--- config.mk ---
export PLATFORM = sky130hd
export DESIGN_NAME = decode_execute_register_flat
export DESIGN_NICKNAME = d
export VERILOG_FILES = /design/src/rtl/decode_execute_register_pkg.sv /design/src/rtl/decode_execute_register_if.sv /design/src/rtl/decode_execute_register.sv /design/src/flat_wrapper.sv
export SDC_FILE = /design/constraint.sdc
export NUM_CORES = 1
export LEC_CHECK = 0
export BUFFER_PORTS_ARGS = -buffer_cell sky130_fd_sc_hd__clkbuf_2
export CAP_MARGIN = 15
export CORE_UTILIZATION = 32
export CTS_CLUSTER_SIZE = 40
export DETAILED_ROUTE_END_ITERATION = 10
export GPL_TIMING_DRIVEN = 0
export HOLD_SLACK_MARGIN = 0.06
export SETUP_SLACK_MARGIN = 0.2
export SKIP_CTS_REPAIR_TIMING = 1
export SYNTH_ARGS = -nofsm -noshare
export SYNTH_HDL_FRONTEND = slang
export SYNTH_SLANG_ARGS = --single-unit
--- constraint.sdc ---
create_clock -name clk -period 2 [get_ports clk]
set_input_delay 0.4 -clock clk [delete_from_list [all_inputs] [get_ports clk]]
set_output_delay 0.4 -clock clk [all_outputs]
set_load 0.005 [all_outputs]
--- src/rtl/decode_execute_register_pkg.sv ---
// Shared types and constants for the decode->execute pipeline register.
package decode_execute_pkg;

  localparam int unsigned N     = 32;
  localparam int unsigned AW    = 5;
  localparam int unsigned CNT_W = 16;

  typedef struct packed {
    logic       reg_write;
    logic       mem_write;
    logic       mem_to_reg;
    logic [3:0] alu_control;
    logic       alu_src;
    logic       branch;
    logic [1:0] flag_write;
    logic       vec_op;
  } ctrl_t;

  localparam ctrl_t         CTRL_NOP = '0;
  localparam logic [AW-1:0] REG_ZERO = 5'd0;
  localparam logic [AW-1:0] REG_PC   = 5'd15;

  // Everything the E stage holds for one instruction
  typedef struct packed {
    logic          valid;
    ctrl_t         ctrl;
    logic [N-1:0]  rd1;
    logic [N-1:0]  rd2;
    logic [N-1:0]  pc_plus8;
    logic [N-1:0]  ext_imm;
    logic [AW-1:0] ra1;
    logic [AW-1:0] ra2;
    logic [AW-1:0] wa3;
  } estage_t;

  // A writeback may repair an operand only for scalar, non-$zero registers
  function automatic logic wb_hit(input logic          we,
                                  input logic [AW-1:0] wa,
                                  input logic [AW-1:0] ra);
    return we && (wa == ra) && (ra != REG_ZERO) && !ra[AW-1];
  endfunction

endpackage

--- src/rtl/decode_execute_register_if.sv ---
// Decode/writeback inputs and execute-stage outputs of the D->E pipeline register.
interface decode_execute_register_if;
  import decode_execute_pkg::*;

  logic                StallE;
  logic                FlushE;
  logic                ValidD;
  ctrl_t               CtrlD;
  logic [N-1:0]        RD1D;
  logic [N-1:0]        RD2D;
  logic [N-1:0]        PCPlus8D;
  logic [N-1:0]        ExtImmD;
  logic [AW-1:0]       RA1D;
  logic [AW-1:0]       RA2D;
  logic [AW-1:0]       WA3D;
  logic                RegWriteW;
  logic [AW-1:0]       WA3W;
  logic [N-1:0]        ResultW;

  logic                ValidE;
  ctrl_t               CtrlE;
  logic [N-1:0]        RD1E;
  logic [N-1:0]        RD2E;
  logic [N-1:0]        PCPlus8E;
  logic [N-1:0]        ExtImmE;
  logic [AW-1:0]       RA1E;
  logic [AW-1:0]       RA2E;
  logic [AW-1:0]       WA3E;
  logic [CNT_W-1:0]    FlushCnt;

  modport master (
    output StallE, FlushE, ValidD, CtrlD, RD1D, RD2D, PCPlus8D, ExtImmD,
           RA1D, RA2D, WA3D, RegWriteW, WA3W, ResultW,
    input  ValidE, CtrlE, RD1E, RD2E, PCPlus8E, ExtImmE, RA1E, RA2E, WA3E,
           FlushCnt
  );

  modport slave (
    input  StallE, FlushE, ValidD, CtrlD, RD1D, RD2D, PCPlus8D, ExtImmD,
           RA1D, RA2D, WA3D, RegWriteW, WA3W, ResultW,
    output ValidE, CtrlE, RD1E, RD2E, PCPlus8E, ExtImmE, RA1E, RA2E, WA3E,
           FlushCnt
  );

endinterface

--- src/rtl/decode_execute_register.sv ---
// Decode->Execute pipeline register with stall, flush, saturating flush counter.
// Optional writeback bypass of RD1/RD2 when WB_BYPASS_EN is defined.
module decode_execute_register
  import decode_execute_pkg::*;
(
  input  logic                      clk,
  input  logic                      rst,
  decode_execute_register_if.slave  de
);

  estage_t          e_q, e_d;
  logic [CNT_W-1:0] cnt_q, cnt_d;

  // Next-value mux: flush > stall > capture
  always_comb begin
    e_d   = e_q;
    cnt_d = cnt_q;
    if (de.FlushE) begin
      e_d = '0;
      if (cnt_q != {CNT_W{1'b1}}) cnt_d = cnt_q + CNT_W'(1);
    end else if (de.StallE) begin
`ifdef WB_BYPASS_EN
      if (e_q.valid) begin
        if (wb_hit(de.RegWriteW, de.WA3W, e_q.ra1)) e_d.rd1 = de.ResultW;
        if (wb_hit(de.RegWriteW, de.WA3W, e_q.ra2)) e_d.rd2 = de.ResultW;
      end
`endif
    end else begin
      e_d.valid    = de.ValidD;
      e_d.ctrl     = de.ValidD ? de.CtrlD : CTRL_NOP;
      e_d.rd1      = de.RD1D;
      e_d.rd2      = de.RD2D;
      e_d.pc_plus8 = de.PCPlus8D;
      e_d.ext_imm  = de.ExtImmD;
      e_d.ra1      = de.RA1D;
      e_d.ra2      = de.RA2D;
      e_d.wa3      = de.WA3D;
`ifdef WB_BYPASS_EN
      // Writeback landing in the same cycle the register file was read
      if (wb_hit(de.RegWriteW, de.WA3W, de.RA1D)) e_d.rd1 = de.ResultW;
      if (wb_hit(de.RegWriteW, de.WA3W, de.RA2D)) e_d.rd2 = de.ResultW;
`endif
    end
  end

`ifndef WB_BYPASS_EN
  logic unused_wb;
  assign unused_wb = ^{de.RegWriteW, de.WA3W, de.ResultW};
`endif

  always_ff @(posedge clk or negedge rst) begin
    if (!rst) begin
      e_q   <= '0;
      cnt_q <= '0;
    end else begin
      e_q   <= e_d;
      cnt_q <= cnt_d;
    end
  end

  assign de.ValidE   = e_q.valid;
  assign de.CtrlE    = e_q.ctrl;
  assign de.RD1E     = e_q.rd1;
  assign de.RD2E     = e_q.rd2;
  assign de.PCPlus8E = e_q.pc_plus8;
  assign de.ExtImmE  = e_q.ext_imm;
  assign de.RA1E     = e_q.ra1;
  assign de.RA2E     = e_q.ra2;
  assign de.WA3E     = e_q.wa3;
  assign de.FlushCnt = cnt_q;

endmodule

--- src/flat_wrapper.sv ---
// flat-port wrapper written by rule: the top's interface ports become plain ports
module decode_execute_register_flat import decode_execute_pkg::*;
  (clk, rst, de_StallE, de_FlushE, de_ValidD, de_CtrlD, de_RD1D, de_RD2D, de_PCPlus8D, de_ExtImmD, de_RA1D, de_RA2D, de_WA3D, de_RegWriteW, de_WA3W, de_ResultW, de_ValidE, de_CtrlE, de_RD1E, de_RD2E, de_PCPlus8E, de_ExtImmE, de_RA1E, de_RA2E, de_WA3E, de_FlushCnt);
  decode_execute_register_if de_i ();
  input  logic clk;
  input  logic rst;
  input wire logic [$bits(de_i.StallE)-1:0] de_StallE;
  input wire logic [$bits(de_i.FlushE)-1:0] de_FlushE;
  input wire logic [$bits(de_i.ValidD)-1:0] de_ValidD;
  input wire logic [$bits(de_i.CtrlD)-1:0] de_CtrlD;
  input wire logic [$bits(de_i.RD1D)-1:0] de_RD1D;
  input wire logic [$bits(de_i.RD2D)-1:0] de_RD2D;
  input wire logic [$bits(de_i.PCPlus8D)-1:0] de_PCPlus8D;
  input wire logic [$bits(de_i.ExtImmD)-1:0] de_ExtImmD;
  input wire logic [$bits(de_i.RA1D)-1:0] de_RA1D;
  input wire logic [$bits(de_i.RA2D)-1:0] de_RA2D;
  input wire logic [$bits(de_i.WA3D)-1:0] de_WA3D;
  input wire logic [$bits(de_i.RegWriteW)-1:0] de_RegWriteW;
  input wire logic [$bits(de_i.WA3W)-1:0] de_WA3W;
  input wire logic [$bits(de_i.ResultW)-1:0] de_ResultW;
  output wire logic [$bits(de_i.ValidE)-1:0] de_ValidE;
  output wire logic [$bits(de_i.CtrlE)-1:0] de_CtrlE;
  output wire logic [$bits(de_i.RD1E)-1:0] de_RD1E;
  output wire logic [$bits(de_i.RD2E)-1:0] de_RD2E;
  output wire logic [$bits(de_i.PCPlus8E)-1:0] de_PCPlus8E;
  output wire logic [$bits(de_i.ExtImmE)-1:0] de_ExtImmE;
  output wire logic [$bits(de_i.RA1E)-1:0] de_RA1E;
  output wire logic [$bits(de_i.RA2E)-1:0] de_RA2E;
  output wire logic [$bits(de_i.WA3E)-1:0] de_WA3E;
  output wire logic [$bits(de_i.FlushCnt)-1:0] de_FlushCnt;
  assign de_i.StallE = de_StallE;
  assign de_i.FlushE = de_FlushE;
  assign de_i.ValidD = de_ValidD;
  assign de_i.CtrlD = de_CtrlD;
  assign de_i.RD1D = de_RD1D;
  assign de_i.RD2D = de_RD2D;
  assign de_i.PCPlus8D = de_PCPlus8D;
  assign de_i.ExtImmD = de_ExtImmD;
  assign de_i.RA1D = de_RA1D;
  assign de_i.RA2D = de_RA2D;
  assign de_i.WA3D = de_WA3D;
  assign de_i.RegWriteW = de_RegWriteW;
  assign de_i.WA3W = de_WA3W;
  assign de_i.ResultW = de_ResultW;
  assign de_ValidE = de_i.ValidE;
  assign de_CtrlE = de_i.CtrlE;
  assign de_RD1E = de_i.RD1E;
  assign de_RD2E = de_i.RD2E;
  assign de_PCPlus8E = de_i.PCPlus8E;
  assign de_ExtImmE = de_i.ExtImmE;
  assign de_RA1E = de_i.RA1E;
  assign de_RA2E = de_i.RA2E;
  assign de_WA3E = de_i.WA3E;
  assign de_FlushCnt = de_i.FlushCnt;
  decode_execute_register u_core (.clk(clk), .rst(rst), .de(de_i));
endmodule
==> flow_summary.json, run 1 <==
{
  "cp.arrival_ns": 2.17,
  "final_common_cell": "clkbuf_2",
  "syn_area_mm2": 0.00702,
  "cts.sinks": 172,
  "p_seq_share_pct": 46.9,
  "drc": 0,
  "cp_max_fo": 6,
  "fmax_mhz": 538,
  "antenna_found_initial": 0,
  "whs_ns": 0.217,
  "design_power_total_mw": 8.37,
  "combPwrFrac_pct": 14.7,
  "maxSlewViolCount": 0,
  "utilization_pct": 45.8,
  "slew-limit-headroom_pct": 46.7,
  "ys_ff_latch": 172,
  "cts_max_level": 4,
  "syn_to_final_growth_pct": 38.8,
  "grt_max_degree": 88,
  "hold_viol": 0,
  "cts_buffers": 17,
  "syn_avg_cell_area_um2": 11.7,
  "ant_nets": 0,
  "wl_met2_mm": 9.57,
  "max_cap_viol_count": 0,
  "p_int_mw": 6.09,
  "start_util_pct": 33.0,
  "p_leak_nw": 5.51,
  "ys_types": 26,
  "power_density_mw_per_mm2": 860,
  "synth_top_area_share_pct": 61.3,
  "wl_met1_mm": 8.33,
  "drt_iter0_drc": 202,
  "clkLatencyLatePin_ns": 0.42,
  "cts_tree": "done",
  "core_area_mm2": 0.0213,
  "rsz0062_at_grt": "yes",
  "clockPowerShare_pct": 38.4,
  "p_sw_share_pct": 27.2,
  "routabilityCongestion": 0.775,
  "top_layer_used": "met4",
  "startpoint_type": "flip-flop",
  "final_cell_mix": "clkbuf_2 (330), nor2_1 (175), dfrtp_1 (169), mux2i_1 (144)",
  "syn_inst": 601,
  "yosysTopAreaCell": "dfrtp_1",
  "dpl.hpwl_mm": 14.4,
  "status": "completed",
  "vdd_drop_max_v": 0.000506,
  "grt_pass1_wl_mm": 29.8,
  "overflow": 0,
  "path_clk_slew_ns": 0.07,
  "io_buffer_count": 329,
  "n_fill_cell": 2083,
  "power_switching_mw": 2.28,
  "clockBufferDepth": 2,
  "row_count": 53,
  "tightest_slew_ns": 0.800,
  "setup_violations": 0,
  "wl_met3_mm": 1.43,
  "drive_above_1_share_pct": 40.5,
  "grt_usage_pct": 17.4,
  "vias": 5646,
  "finClkSkew_ns": 0.00855,
  "synth.area.top_cells": "dfrtp_1 (61%), mux2i_1 (21%), nor2_1 (9.4%)",
  "antennaDiodeCount": 0,
  "nNetsFinal": 1159,
  "worstPathRequired_ns": 2.31,
  "critPathCaptureType": "flip-flop",
  "yosys_warnings": 0,
  "grt_pass1_vias": 5582,
  "hold_path.class": "in -> reg",
  "via_per_inst": 4.53,
  "die_height_um": 150,
  "wl_mm": 19.7,
  "die_w_um": 150,
  "root_buffer": "clkbuf_16",
  "final.min_clock_period_ns": 1.86,
  "fin_tns_setup_ns": 0,
  "die-area_mm2": 0.0225,
  "period_share_pct": 92.9,
  "avgRoutedWirePerCell_um": 15.8,
  "ys_seq_area_share_pct": 61.3,
  "drt-pass1-iter-count": 4,
  "crit_type": "reg -> reg",
  "io_pins": 370,
  "syn_nets": 800
}
metrics by stage:
stage          area (µm²)  std cells  setup WS, ns
5_1_grt              9740       1247        0.0987
2_1_floorplan        7030        601         0.251
6_report             9740       1247         0.142
4_1_cts              9610       1237        0.0174
3_3_place_gp         9020       1205         -2.77
3_5_place_dp         9050       1206        -0.308
critical path, stage by stage (launching register included):
cell and delay [ns]:
dfrtp_1 0.43, ha_4 0.17, nand4_1 0.24, o41ai_4 0.40, buf_4 0.20, mux2_4 0.30
layer usage:
layer / up-vias / GRT usage (%)
li1: 2710 / -
met4: 0 / 6.36
met2: 228 / 28.9
met3: 18 / 4.61
met5: - / 0
met1: 2690 / 21.6
layout make-up:
type	count	area, µm²	area share (%)
sequential	172	4310	44.2
timing repair buffer	340	1760	18.1
tap	275	344	3.53
clock inverter	13	133	1.36
buffer	38	159	1.63
inverter	2	7.51	0.0771
multi-input combinational	389	2600	26.7
clock buffer	18	429	4.41
worst paths after layout:
path | startpoint | endpoint | slack, ns | cells past startpoint
max | u_core.de.FlushCnt[0]$_DFFE_PN0P_ | u_core.de.FlushCnt[1]$_DFFE_PN0P_ | 0.14 | 5
min | de_ExtImmD[29] | u_core.de.ExtImmE[29]$_DFFE_PN0P_ | 0.22 | 3
max reg2reg | u_core.de.FlushCnt[0]$_DFFE_PN0P_ | u_core.de.FlushCnt[1]$_DFFE_PN0P_ | 0.14 | 5
min reg2reg | u_core.de.FlushCnt[10]$_DFFE_PN0P_ | u_core.de.FlushCnt[10]$_DFFE_PN0P_ | 0.52 | 1
max in group asynchronous | rst | u_core.de.PCPlus8E[5]$_DFFE_PN0P_ | 0.56 | 3
min in group asynchronous | rst | u_core.de.FlushCnt[0]$_DFFE_PN0P_ | 0.56 | 2
synth_stat cells:
master and count:
xor2_1 11, o41ai_4 1, mux2i_1 144, nand3_1 5, nor2_1 175, o2111ai_1 1, mux2_2 2, clkbuf_1 20
ha_1 1, nand3_2 1, o21ai_0 2, and3_1 1, and4_1 1, buf_2 11, buf_1 7, nor4_1 2
dfrtp_1 172, inv_1 2, nor4_2 1, xnor2_1 2, nand4_1 3, nand2_1 19, or4_4 1, a21oi_1 12
or2_2 1, nor3_1 3
state kept, by name, summed over array words and instances, names as in the netlist:
name and cells:
u_core.de.ValidE 1, u_core.de.RA1E 5, u_core.de.PCPlus8E 32, u_core.de.RD2E 32, u_core.de.RA2E 5, u_core.de.RD1E 32, u_core.de.WA3E 5, u_core.de.CtrlE 12
u_core.de.ExtImmE 32, u_core.de.FlushCnt 16
power groups by stage:
stage	logic, mW	clock network, mW	registers, mW
floorplan	0.488	0	3.97
global placement	1.10	0	3.98
detailed placement	1.12	0	3.98
CTS	1.12	3.33	3.92
global route	1.37	3.47	3.96
finish	1.23	3.21	3.93
cell families (layout without fill, tap and decap cells):
logic type | count (synthesis) | in the layout | synth area share [%]
flops | 172 | 172 | 61.3
simple gates | 213 | 213 | 12.2
buf+inv | 40 | 411 | 2.34
xor+xnor | 13 | 13 | 1.62
mux | 146 | 146 | 20.9
compound gates | 16 | 16 | 1.52
fa+ha+maj | 1 | 1 | 0.178
Note: power is estimated with default switching activity, not from simulation.
==> inputs of run 2 (changes only) <==
--- a/config.mk
+++ b/config.mk
@@ -7,11 +7,14 @@
 export LEC_CHECK = 0
 export BUFFER_PORTS_ARGS = -buffer_cell sky130_fd_sc_hd__clkbuf_2
 export CAP_MARGIN = 15
-export CORE_UTILIZATION = 32
+export CORE_AREA = 2 2 142 144
 export CTS_CLUSTER_SIZE = 40
 export DETAILED_ROUTE_END_ITERATION = 10
+export DIE_AREA = 0 0 144 146
 export GPL_TIMING_DRIVEN = 0
 export HOLD_SLACK_MARGIN = 0.06
+export PLACE_DENSITY = 0.66
+export REMOVE_ABC_BUFFERS = 1
 export SETUP_SLACK_MARGIN = 0.2
 export SKIP_CTS_REPAIR_TIMING = 1
 export SYNTH_ARGS = -nofsm -noshare
==> constraint.sdc (replaced) <==
create_clock -name clk -period 2.2 [get_ports clk]
set_input_delay 0.44 -clock clk [delete_from_list [all_inputs] [get_ports clk]]
set_output_delay 0.44 -clock clk [all_outputs]
set_load 0.005 [all_outputs]
==> run 2 against run 1 <==
Effect of this change: cell area fell by 1.1%; setup slack gained 0.16 ns; power is 9.5% lower; first-iteration DRC count is 17% higher; sequential power decreased by 9.7%; utilization increased by 4.1 points; critical path type unchanged; critical endpoint unchanged.
==> flow_summary.json, run 2 (synthesis gave the netlist of run 1 again) <==
{
  "status": "completed",
  "antennaDiodeCount": 0,
  "preCtsSetupSlack_ns": -0.162,
  "r2r_start": "u_core.de.FlushCnt[0]$_DFFE_PN0P_",
  "nNetsFinal": 1119,
  "worstPathRequired_ns": 2.51,
  "grt_usage_pct": 16.7,
  "clockPowerShare_pct": 40.0,
  "path_clk_slew_ns": 0.07,
  "ant_nets": 0,
  "stdcell_count": 1197,
  "cp_max_fo": 6,
  "drc": 0,
  "reg2reg_slack_ns": 0.30,
  "grt_pass1_vias": 5418,
  "p_leak_nw": 5.46,
  "r2r_end": "u_core.de.FlushCnt[1]$_DFFE_PN0P_",
  "drive_above_1_share_pct": 40.5,
  "design_power_total_mw": 7.58,
  "io_buffer_count": 331,
  "grt_pass1_wl_mm": 27.8,
  "grt_max_degree": 122,
  "p_int_mw": 5.62,
  "crit_type": "reg -> reg",
  "die-area_mm2": 0.0210,
  "io_pins": 370,
  "hold_path.class": "in -> async",
  "root_buffer": "clkbuf_16",
  "via_per_inst": 4.59,
  "startpoint_type": "flip-flop",
  "placedCellCount": 1163,
  "max_cap_viol_count": 0,
  "overflow": 0,
  "drt_iter0_drc": 237,
  "vias": 5490,
  "power_density_mw_per_mm2": 787,
  "core_area_mm2": 0.0193,
  "antenna_found_initial": 0,
  "cts_max_level": 4,
  "vdd_drop_max_v": 0.000526,
  "cts_buffers": 17,
  "fmax_mhz": 526,
  "slew-limit-headroom_pct": 55.2,
  "p_seq_share_pct": 46.9,
  "die_w_um": 144,
  "start_util_pct": 36.3,
  "setup_violations": 0,
  "critPathCaptureType": "flip-flop",
  "rr_worst_depth": 5,
  "finClkSkew_ns": 0.00834,
  "power_switching_mw": 1.96,
  "hold_viol": 0,
  "period_share_pct": 86.5,
  "combPwrFrac_pct": 13.1,
  "dpl_cell_area_mm2": 0.00899,
  "dpl.hpwl_mm": 12.4,
  "cts.sinks": 172,
  "routabilityCongestion": 0.776,
  "row_count": 51,
  "rsz0062_at_grt": "no",
  "p_sw_share_pct": 25.9,
  "n_fill_cell": 1818,
  "clkLatencyLatePin_ns": 0.42,
  "wl_mm": 18.0,
  "final_common_cell": "clkbuf_2",
  "fin_ws_ns": 0.297,
  "avgRoutedWirePerCell_um": 15.0,
  "clockBufferDepth": 2,
  "final_cell_mix": "clkbuf_2 (328), nor2_1 (175), dfrtp_1 (171), mux2i_1 (144), nand2_1 (19)",
  "drt-pass1-iter-count": 4,
  "final_area_mm2": 0.00963,
  "final.min_clock_period_ns": 1.90,
  "maxSlewViolCount": 0,
  "die_height_um": 146,
  "utilization_pct": 49.8,
  "tightest_slew_ns": 0.672,
  "cts_tree": "done",
  "syn_to_final_growth_pct": 37.2,
  "cp.arrival_ns": 2.21
}
-- run 2: worst max path at each step --
stage                                 startpoint                                  to  slack, ns  cells past startpoint
5_1_grt        u_core.de.FlushCnt[0]$_DFFE_PN0P_   u_core.de.FlushCnt[1]$_DFFE_PN0P_       0.22                      5
2_1_floorplan  u_core.de.FlushCnt[0]$_DFFE_PN0P_  u_core.de.FlushCnt[13]$_DFFE_PN0P_       0.33                      5
4_1_cts        u_core.de.FlushCnt[0]$_DFFE_PN0P_  u_core.de.FlushCnt[13]$_DFFE_PN0P_      -0.04                      5
6_report       u_core.de.FlushCnt[0]$_DFFE_PN0P_   u_core.de.FlushCnt[1]$_DFFE_PN0P_       0.30                      5
3_3_place_gp                           de_StallE      u_core.de.CtrlE[0]$_DFFE_PN0P_      -2.69                      4
3_5_place_dp                           de_FlushE  u_core.de.FlushCnt[15]$_DFFE_PN0P_      -0.16                      6
-- run 2: power groups by stage --
stage          Sequential, mW  Clock (mW)  Combinational [mW]
2_1_floorplan            3.61           0               0.342
3_3_place_gp             3.61           0                1.03
3_5_place_dp             3.61           0               0.997
4_1_cts                  3.55        3.13                1.00
5_1_grt                  3.59        3.24                1.12
6_report                 3.55        3.03               0.995
-- run 2: cell type report --
type                    count  area, µm²  share of cell area (%)
clock inverters            11        133                    1.38
inverters                   2       7.51                  0.0779
clock buffers              20        457                    4.74
well taps                 265        332                    3.44
flip-flops and latches    172       4310                    44.7
multi-input cells         389       2570                    26.6
repair buffers            338       1830                    19.0
-- run 2: per-stage QoR --
step | hold slack, ns | TNS [ns]
3_3_place_gp | 0.485 | -881.44
5_1_grt | 0.0843 | 0
2_1_floorplan | 0.144 | 0
4_1_cts | 0.0489 | -0.0834
6_report | 0.0373 | 0
3_5_place_dp | 0.502 | -0.235
-- run 2: worst max-delay path: stages (launching register included) --
cell and delay [ns]:
dfrtp_2 0.41, ha_1 0.22, nand4_1 0.25, o41ai_4 0.40
buf_4 0.19, mux2_2 0.33
-- run 2: per-layer routing --
layer	vias up	GRT usage [%]	routed length (µm)
li1	2631	-	-
met1	2622	20.4	7340
met2	221	27.7	8790
met3	16	5.92	1600
met4	0	4.75	231
met5	-	0	0
